File: src/rtl/parking_entry_frontend.sv
// parking_entry_frontend: input conditioning ahead of the parking gate controller.
// Synchronises and debounces the front/back vehicle sensors, synchronises the
// enter/clear keys, and captures a two-digit password that is presented to the
// gate controller only once both digits are in.
// Optional build macro: ENTRY_TIMEOUT_EN adds an idle timeout that discards a
// half-entered password after ENTRY_TIMEOUT cycles.

// Two-flop synchroniser, one lane per bit.
module parking_entry_sync2 #(
    parameter int W = 1
) (
    input  logic         clock_in,
    input  logic         rst_in,
    input  logic [W-1:0] d,
    output logic [W-1:0] q
);
    logic [W-1:0] meta;

    // First flop absorbs metastability, second provides the clean level.
    always_ff @(posedge clock_in or negedge rst_in) begin
        if (!rst_in) begin
            meta <= '0;
            q    <= '0;
        end else begin
            meta <= d;
            q    <= meta;
        end
    end
endmodule

// Debouncer for one synchronised sensor lane.
module parking_entry_debounce #(
    parameter int DEB_CYCLES = 4,
    parameter int CNT_W      = 8
) (
    input  logic clock_in,
    input  logic rst_in,
    input  logic sync_in,
    output logic deb_out
);
    logic [CNT_W-1:0] cnt;

    // Count consecutive disagreeing samples; flip the output after DEB_CYCLES of them.
    always_ff @(posedge clock_in or negedge rst_in) begin
        if (!rst_in) begin
            cnt     <= '0;
            deb_out <= 1'b0;
        end else if (sync_in == deb_out) begin
            cnt <= '0;
        end else if (cnt == CNT_W'(DEB_CYCLES - 1)) begin
            cnt     <= '0;
            deb_out <= ~deb_out;
        end else begin
            cnt <= cnt + CNT_W'(1);
        end
    end
endmodule

module parking_entry_frontend #(
    parameter int DEB_CYCLES    = 4,
    parameter int CNT_W         = 8,
    parameter int ENTRY_TIMEOUT = 64
) (
    input  logic       clock_in,
    input  logic       rst_in,
    input  logic       front_raw,
    input  logic       back_raw,
    input  logic       key_enter,
    input  logic       clear_in,
    input  logic [1:0] digit_in,
    output logic       Front_Sensor,
    output logic       Back_Sensor,
    output logic [1:0] pass_1,
    output logic [1:0] pass_2,
    output logic       pass_valid,
    output logic [1:0] digit_cnt
);
    localparam int NUM_LANES = 2;   // lane 0 = front sensor, lane 1 = back sensor

    typedef enum logic [1:0] {
        EMPTY = 2'd0,
        ONE   = 2'd1,
        FULL  = 2'd2
    } state_t;

    // Everything the gate controller sees, registered together.
    typedef struct packed {
        logic       valid;
        logic [1:0] p1;
        logic [1:0] p2;
        logic [1:0] cnt;
    } pass_t;

    logic [3:0]           raw_bus;
    logic [3:0]           syn_bus;
    logic [NUM_LANES-1:0] deb;
    logic                 key_syn;
    logic                 clr_syn;
    logic                 key_d;
    logic                 back_d;
    logic                 key_evt;
    logic                 back_evt;
    logic                 clr_evt;
    logic                 tmo_hit;
    state_t               state;
    logic [1:0]           d1;
    pass_t                pass_q;

    assign raw_bus = {clear_in, key_enter, back_raw, front_raw};

    parking_entry_sync2 #(.W(4)) u_sync (
        .clock_in (clock_in),
        .rst_in   (rst_in),
        .d        (raw_bus),
        .q        (syn_bus)
    );

    genvar g;
    generate
        for (g = 0; g < NUM_LANES; g++) begin : g_deb
            parking_entry_debounce #(
                .DEB_CYCLES (DEB_CYCLES),
                .CNT_W      (CNT_W)
            ) u_deb (
                .clock_in (clock_in),
                .rst_in   (rst_in),
                .sync_in  (syn_bus[g]),
                .deb_out  (deb[g])
            );
        end
    endgenerate

    assign key_syn      = syn_bus[2];
    assign clr_syn      = syn_bus[3];
    assign Front_Sensor = deb[0];
    assign Back_Sensor  = deb[1];

    // Previous-cycle copies for rising-edge detection of key and back sensor.
    always_ff @(posedge clock_in or negedge rst_in) begin
        if (!rst_in) begin
            key_d  <= 1'b0;
            back_d <= 1'b0;
        end else begin
            key_d  <= key_syn;
            back_d <= deb[1];
        end
    end

    assign key_evt  = key_syn & ~key_d;
    assign back_evt = deb[1] & ~back_d;
    // A vehicle passing the back sensor also wipes any password in progress.
    assign clr_evt  = clr_syn | back_evt;

`ifdef ENTRY_TIMEOUT_EN
    logic [CNT_W-1:0] tmo_cnt;

    // Idle counter: held at zero outside ONE and restarted by every key press.
    always_ff @(posedge clock_in or negedge rst_in) begin
        if (!rst_in) begin
            tmo_cnt <= '0;
        end else if (state != ONE || key_evt) begin
            tmo_cnt <= '0;
        end else begin
            tmo_cnt <= tmo_cnt + CNT_W'(1);
        end
    end

    assign tmo_hit = (state == ONE) && (tmo_cnt == CNT_W'(ENTRY_TIMEOUT - 1));
`else
    logic unused_timeout_cfg;

    assign unused_timeout_cfg = (ENTRY_TIMEOUT > 0);
    assign tmo_hit            = 1'b0;
`endif

    // Entry FSM; outputs are updated alongside the state so they stay registered.
    // The second digit lives only in pass_q.p2, which is exactly what d2 would be.
    always_ff @(posedge clock_in or negedge rst_in) begin
        if (!rst_in) begin
            state  <= EMPTY;
            d1     <= 2'b00;
            pass_q <= '0;
        end else if (clr_evt) begin
            state  <= EMPTY;
            d1     <= 2'b00;
            pass_q <= '0;
        end else begin
            case (state)
                EMPTY: begin
                    if (key_evt) begin
                        state      <= ONE;
                        d1         <= digit_in;
                        pass_q.cnt <= 2'd1;
                    end
                end
                ONE: begin
                    if (key_evt) begin
                        state        <= FULL;
                        pass_q.valid <= 1'b1;
                        pass_q.p1    <= d1;
                        pass_q.p2    <= digit_in;
                        pass_q.cnt   <= 2'd2;
                    end else if (tmo_hit) begin
                        state      <= EMPTY;
                        d1         <= 2'b00;
                        pass_q.cnt <= 2'd0;
                    end
                end
                FULL: begin
                    // Complete password is held until cleared.
                end
                default: begin
                    state  <= EMPTY;
                    d1     <= 2'b00;
                    pass_q <= '0;
                end
            endcase
        end
    end

    assign pass_valid = pass_q.valid;
    assign pass_1     = pass_q.p1;
    assign pass_2     = pass_q.p2;
    assign digit_cnt  = pass_q.cnt;
endmodule

File: config.mk
export PLATFORM = sky130hd
export DESIGN_NAME = parking_entry_frontend
export DESIGN_NICKNAME = d
export VERILOG_FILES = /design/src/rtl/parking_entry_frontend.sv
export SDC_FILE = /design/constraint.sdc
export NUM_CORES = 1
export LEC_CHECK = 0
export ABC_AREA = 1
export CAP_MARGIN = 20
export CORE_ASPECT_RATIO = 0.75
export CORE_MARGIN = 2
export CORE_UTILIZATION = 25
export CTS_BUF_LIST = sky130_fd_sc_hd__clkbuf_8
export CTS_CLUSTER_SIZE = 10
export DETAILED_ROUTE_END_ITERATION = 10
export PLACE_DENSITY = 0.4
export SLEW_MARGIN = 0
export SYNTH_ARGS = -nofsm -noshare
export SYNTH_HDL_FRONTEND = slang
export SYNTH_SLANG_ARGS = --single-unit
File: constraint.sdc
create_clock -name clock_in -period 2.4 [get_ports clock_in]
set_input_delay 0.36 -clock clock_in [delete_from_list [all_inputs] [get_ports clock_in]]
set_output_delay 0.36 -clock clock_in [all_outputs]
set_load 0.005 [all_outputs]
# Word-level counts from Yosys, hierarchy flattened
# Cells that the tools add are included.
totals:
  reg_bits: 39
  in_bits: 8
  output_inout_bits: 9
op_classes:
  n_addsub: 2
  eq_ne: 11
  mux: 14
  bitwise: 9
  n_reduce_logical: 8
ops:
  columns: ["operator", "count"]
  rows:
  - ["$mux 8", 4]
  - ["$add 8x1->8 const B", 2]
  - ["$eq 8x2->1 const B", 2]
  - ["$mux 2", 5]
  - ["$pmux 5 s2", 1]
  - ["$reduce_and 2->1", 4]
  - ["$mux 7", 1]
  - ["$ne 3x3->1 const B", 2]
  - ["$not 1->1", 6]
  - ["$pmux 2 s3", 1]
  - ["$mux 5", 1]
  - ["$ne 2x1->1 const B", 2]
  - ["$pmux 2 s2", 1]
  - ["$reduce_or 2->1", 2]
  - ["$reduce_and 3->1", 1]
  - ["$and 1x1->1", 2]
  - ["$eq 1x1->1", 2]
  - ["$eq 2x1->1 const B", 1]
  - ["$eq 2x2->1 const B", 1]
  - ["$logic_not 2->1", 1]
  - ["$ne 2x2->1 const B", 1]
  - ["$or 1x1->1", 1]

# Longest topological paths before layout
# Gate-level depths: netlist of the first run.
depth:
  depth_word: 5
  mapped_depth: 6

# Modules after synthesis
# A second synthesis of the first run with hierarchy kept.
hier_totals:
  hier_cells: 191
  area_unflattened_um2: 1742.9
modules_own_cells:
  columns: ["module", "n_inst", "cells_each", "area_each_um2"]
  rows:
  - ["parking_entry_debounce", 2, 60, 479.2]
  - ["parking_entry_frontend", 1, 63, 584.3]
  - ["parking_entry_sync2", 1, 8, 200.2]

# Worst setup path after synthesis of the first run
# OpenSTA, ideal clock, no wires.
synth_timing:
  path_type: "flip-flop to flip-flop"
  from: "register state[0]"
  to: "register pass_q, in the netlist pass_1[1]"
  setup_time_ns: 0.126
  arrival_time_ns: 1.046
  slack_ns: 1.228
  path_stages_with_launch: 7
  n_path_buf: 0
  period_less_slack_ns: 1.172
  cell_sequence: "dfrtp_1 > inv_1 > ha_1 > o21ai_2 > nand2_4 > nand2_1 > o21ai_0"
synth_via:
  elab_chain_cells: 4
synth_rtl:
  columns: ["item", "line_no", "source"]
  rows:
  - ["from (decl)", "105", "state_t state;"]
  - ["from (signal assigned)", "180", "state <= EMPTY;"]
  - ["from (signal assigned)", "184", "state <= EMPTY;"]
  - ["from (signal assigned)", "191", "state <= ONE;"]
  - ["$eq 2x2->1 or $logic_not 2->1 (tied branches)", "188", "case (state)"]
  - ["$reduce_or 2->1 (no source line)", null, null]
  - ["$pmux 5 s2 or $ne 2x1->1 (tied branches)", null, null]
  - ["$mux 7 or $reduce_and 2->1 (tied branches)", null, null]
  - ["to (decl)", "107", "pass_t pass_q;"]
# Several ways; a longest one is shown, not always the timed one.
# A chain may end at the register's enable or synchronous reset.

# Worst setup path after layout of the first run
layout_timing:
  from: "register g_deb[1].u_deb.deb_out"
  to: "output port Back_Sensor"
layout_rtl:
  columns: ["item", "line_no", "source"]
  rows:
  - ["from (decl)", "39", "output logic deb_out"]
  - ["from (signal assigned)", "52", "deb_out <= ~deb_out;"]
  - ["to (decl)", "72", "output logic Back_Sensor,"]
# No word-level cell between the ends.

==> results of run 1 <==
[metrics by stage]
step	setup WS (ns)	utilization	cell area (µm²)	total power [µW]
CTS	0.682	0.317	2010	1690
global route	0.636	0.317	2010	1780
floorplan	1.23	-	1660	1020
global placement	1.02	0.300	1910	1170
detailed placement	1.02	0.300	1910	1160
finish	0.693	0.317	2010	1660
[power by group]
part	internal, µW	switching [µW]
Combinational	147	209
Sequential	708	77.9
Clock	302	213
[flip-flops by register name, summed over array words and instances, names as in the netlist]
signal / cells
back_d: 1
g_deb.u_deb.deb_out: 2
pass_1: 2
key_d: 1
u_sync.q: 4
state: 2
pass_2: 2
d1: 2
u_sync.meta: 4
g_deb.u_deb.cnt: 16
pass_valid: 1
[layout by cell type, fill, tap and decap left out, types with 2 or more instances in the layout]
cell type        instances
clkbuf_8                 5
clkdlybuf4s50_1         15
dfrtp_1                 37
ha_1                     7
inv_1                   22
nand2_1                 41
nand3_1                 16
nand4_1                  6
nor2_1                  20
nor3_1                   2
nor3b_1                  2
nor3b_2                  2
o21ai_0                  7
xnor2_1                  2
xor2_1                   4
[kinds of logic after synthesis]
group                    after synthesis  share of synthesized area
AND/OR/NAND/NOR                       92                      0.255
adder cells (fa/ha/maj)                7                     0.0527
AO/OA/AOI/OAI                         12                     0.0467
XOR/XNOR                               6                     0.0317
flip-flops                            37                      0.558
buffers and inverters                 24                     0.0558
[area by class of cell]
| cell class | count | area, µm² | area share |
|---|---|---|---|
| clock buffers | 5 | 68.8 | 0.0342 |
| inverters | 22 | 82.6 | 0.0411 |
| multi-input cells | 117 | 642 | 0.319 |
| repair buffers | 16 | 155 | 0.0772 |
| well taps | 81 | 101 | 0.0504 |
| flip-flops and latches | 37 | 926 | 0.460 |
| clock inverters | 2 | 35.0 | 0.0174 |
[layer usage]
layer / vias up / share of wire
li1: 608 / -
met5: - / 0
met3: 5 / 0.044
met2: 17 / 0.41
met1: 518 / 0.53
met4: 0 / 0.016
[worst paths after layout]
kind	startpoint	endpoint	slack, ns	cells past startpoint
max	g_deb[1].u_deb.deb_out	Back_Sensor	0.69	1
min	rst_in	g_deb[0].u_deb.cnt[3]	0.17	1
max reg2reg	state[0]	d1[0]	1.10	6
min reg2reg	u_sync.meta[3]	u_sync.q[3]	0.35	0
max in group asynchronous	rst_in	u_sync.meta[1]	1.69	1
min in group clock_in	u_sync.meta[3]	u_sync.q[3]	0.35	0
==> flow_metrics.py, run 1 <==
metrics = {
    "timing": {
        "slew_headroom": 0.440,
        "setup_viol": 0,
        "fin_crit_ns": 1.71,
        "rsz0062_at_grt": "no",
        "drv_slew": 0,
        "hold_viol": 0,
        "holdWs_ns": 0.174,
        "setup_tns_ns": 0,
        "fin_skew_ns": 0.00910,
        "tightest_slew_ns": 0.840,
        "fmax_mhz": 586,
        "fin_crit_sh": 0.711,
    },
    "worst_setup_path": {
        "worst-setup-path-type": "reg2out",
        "start_kind": "flip-flop",
        "cp_top_family": "buffers and inverters",
        "required_ns": 2.04,
        "end_kind": "primary output",
        "cp.arrival_ns": 1.35,
        "path_buf_inv": 1,
        "critical-path-slowest-cell": "clkdlybuf4s50_1",
        "cp_slowest_stage_delay_ns": 0.57,
        "crit_fanout": 6,
        "worstPathCellList": "clkdlybuf4s50_1",
    },
    "synth": {
        "yosys_warnings": 0,
        "synthFlopType": "dfrtp_1",
        "avgSynthCellArea_um2": 9.33,
        "synth_fp_nets": 193,
        "syn_inst": 178,
        "yosys.area.top_type": "dfrtp_1",
        "synthTopCellsByCount": "41 x nand2_1, 37 x dfrtp_1, 22 x inv_1",
        "synth_area_mm2": 0.00166,
        "yosysMostFrequentCell": "nand2_1",
        "ys_ff_latch": 37,
        "yosysSeqAreaShare": 0.558,
        "synth_cell_types": 22,
        "netlist_top_cells_area": "dfrtp_1 56%, nand2_1 9.3%, ha_1 5.3%",
        "synth_edf_count": 0,
        "synth_top_area_frac": 0.558,
        "synth-async-reset-ratio": 1.00,
    },
    "floorplan": {
        "start_util": 0.261,
        "io-pin-count": 17,
        "num_rows": 25,
        "die-area_mm2": 0.00732,
        "die_w_um": 98.1,
        "core_mm2": 0.00635,
        "die_h_um": 74.6,
    },
    "finish": {
        "fin_cells": 280,
        "drive_above_1_share": 0.0754,
        "nets": 214,
        "n_fill_cell": 656,
        "area_growth_pct": 21.1,
        "diodes": 0,
    },
    "hold_path": {
        "hold_class": "in2async",
    },
    "cts": {
        "clock_sinks": 37,
        "cts_tree": "yes",
        "cts.repair.resized": 0,
        "post_cts_buffers": 0,
        "root_buffer": "clkbuf_8",
        "worstSkewPairLatency_ns": 0.28,
        "cts_buffer_depth": 2,
        "cts_made_buffers": 5,
        "holdBufCountCts": 0,
        "clkTransAtPathRegs_ns": 0.08,
        "htreeDepth": 2,
    },
    "placement": {
        "port_buffers": 16,
        "dp.cells": 273,
        "post-dp-hpwl_um": 2090,
        "gp_congestion": 0.744,
    },
    "grt": {
        "grt_pass1_wl_um": 5050,
        "use_met3": 0.0348,
        "grt_start_max_net_pins": 38,
        "overflow": 0,
        "grt_busiest_layer": "met2",
        "track_usage": 0.0895,
        "use_met1": 0.118,
        "grt_pass1_vias": 1116,
        "grtUsageMet2": 0.133,
        "grt_antenna_before_repair": 0,
    },
    "route": {
        "drc_errors": 0,
        "routedWlPerCell_um": 10.4,
        "postRouteAntennaNets": 0,
        "wirelength_um": 2900,
        "first_pass_iters": 4,
        "num_vias": 1148,
        "drt_iter0_markers": 36,
        "vias_per_cell": 4.10,
    },
    "outcome": {
        "status": "finished clean",
    },
    "power_and_ir_drop": {
        "leakagePower_uw": 0.000959,
        "peakVddDrop_mv": 0.294,
        "power_density_mw_per_mm2": 824,
    },
    "flow_run": {
        "cap_violations": 0,
    },
}
(Power assumes the default switching activity.)
==> run 2, diff against run 1 <==
- PLACE_DENSITY: 0.4 -> 0.41
- clock period: 2.4 -> 1.5 ns (I/O delays scaled with it)
==> flow_metrics.py, run 2 (synthesis gave the netlist of run 1 again) <==
metrics = {
    "grt": {
        "grt_pass1_vias": 1092,
        "track_usage": 0.0889,
        "grt_start_max_net_pins": 38,
        "grt_antenna_before_repair": 0,
        "grt_pass1_wl_um": 5110,
        "overflow": 0,
    },
    "finish": {
        "layout_common_cells": "41 x nand2_1, 36 x dfrtp_1, 22 x inv_1, 20 x nor2_1, 16 x nand3_1",
        "area_growth_pct": 21.6,
        "top_register": "g_deb.u_deb.cnt",
        "diodes": 0,
        "largest_reg_flops": 16,
        "final_util": 0.318,
        "multiInputGateArea_um2": 642,
        "reg_top3": "g_deb.u_deb.cnt x16, u_sync.meta x4, u_sync.q x4",
        "drive_above_1_share": 0.0936,
        "register_area_um2": 927,
        "layout_commonest_cell": "nand2_1",
        "n_fill_cell": 663,
        "nets": 217,
    },
    "route": {
        "drc_errors": 0,
        "wirelength_um": 2920,
        "postRouteAntennaNets": 0,
        "routedWlPerCell_um": 10.3,
        "vias_per_cell": 4.07,
        "first_pass_iters": 4,
        "drt_iter0_markers": 58,
        "num_vias": 1157,
    },
    "floorplan": {
        "start_util": 0.261,
        "num_rows": 25,
        "die_h_um": 74.6,
        "io-pin-count": 17,
        "die-area_mm2": 0.00732,
        "die_w_um": 98.1,
        "core_mm2": 0.00635,
    },
    "worst_setup_path": {
        "crit_fanout": 3,
        "critical-path-slowest-cell": "clkdlybuf4s50_1",
        "path_buf_inv": 1,
        "worst-setup-path-type": "reg2out",
        "cp_top_family": "buffers and inverters",
        "end_kind": "primary output",
        "cp.arrival_ns": 1.20,
        "start_kind": "flip-flop",
        "required_ns": 1.27,
        "worstPathCellList": "clkdlybuf4s50_1",
        "cp_slowest_stage_delay_ns": 0.52,
    },
    "placement": {
        "post-dp-hpwl_um": 2060,
        "gp_congestion": 0.753,
        "place_ws_ns": 0.226,
        "port_buffers": 16,
    },
    "cts": {
        "clkTransAtPathRegs_ns": 0.08,
        "htreeDepth": 2,
        "cts_buffer_depth": 2,
        "root_buffer": "clkbuf_8",
        "cts_tree": "yes",
        "clock_sinks": 37,
        "cts_made_buffers": 5,
        "worstSkewPairLatency_ns": 0.29,
    },
    "outcome": {
        "status": "finished clean",
    },
    "power_and_ir_drop": {
        "power_uw": 2540,
        "leakagePower_uw": 0.000962,
        "peakVddDrop_mv": 0.607,
        "power_density_mw_per_mm2": 1260,
    },
    "timing": {
        "drv_slew": 0,
        "setup_tns_ns": 0,
        "fmax_mhz": 700,
        "tightest_slew_ns": 0.464,
        "fin_skew_ns": 0.0109,
        "rsz0062_at_grt": "no",
        "setup_ws_ns": 0.0717,
        "fin_crit_sh": 0.952,
        "setup_viol": 0,
        "fin_crit_ns": 1.43,
        "slew_headroom": 0.690,
        "hold_viol": 0,
    },
    "hold_path": {
        "hold_class": "reg2reg",
    },
    "flow_run": {
        "cap_violations": 0,
    },
}
## run 2: area by class of cell
cell class | count | area share
flip-flops and latches | 37 | 0.459
multi-input cells | 117 | 0.318
repair buffers | 19 | 0.0892
well taps | 81 | 0.0502
inverters | 22 | 0.0409
clock buffers | 5 | 0.0341
clock inverters | 3 | 0.00867
## run 2: path summary, 6_finish.rpt
kind	start	end	slack [ns]	cells past startpoint
max	g_deb[0].u_deb.deb_out	Front_Sensor	0.07	1
min	u_sync.meta[1]	u_sync.q[1]	0.35	0
max reg2reg	g_deb[1].u_deb.deb_out	pass_2[1]	0.19	6
min reg2reg	u_sync.meta[1]	u_sync.q[1]	0.35	0
max in group asynchronous	rst_in	g_deb[1].u_deb.deb_out	0.63	3
min in group asynchronous	rst_in	g_deb[0].u_deb.cnt[7]	0.51	3
## run 2: through the flow
stage	instances	hold slack [ns]	area [µm²]
finish	284	0.349	2020
global route	284	0.363	2020
CTS	284	0.348	2020
detailed placement	274	0.313	1910
global placement	274	0.315	1910
floorplan	178	-0.0706	1660
## run 2: per-layer routing
metal | global-route usage | vias to the layer above | part of all wire
met5 | 0 | - | 0
met4 | 0.0324 | 0 | 0.0075
met3 | 0.0338 | 2 | 0.048
met2 | 0.119 | 18 | 0.38
met1 | 0.130 | 526 | 0.56
li1 | - | 611 | -
## run 2: power breakdown
| group | switching (µW) | internal (µW) |
|---|---|---|
| clock | 363 | 321 |
| combinational | 357 | 253 |
| sequential | 108 | 1130 |
| total | 828 | 1710 |
## run 2: what timing repair did
item	CTS	global route
hold endpoints to repair	16	0
endpoints found under the setup margin	1	0
buffers inserted	1	0
gates resized for setup	1	0
hold buffers	1	0
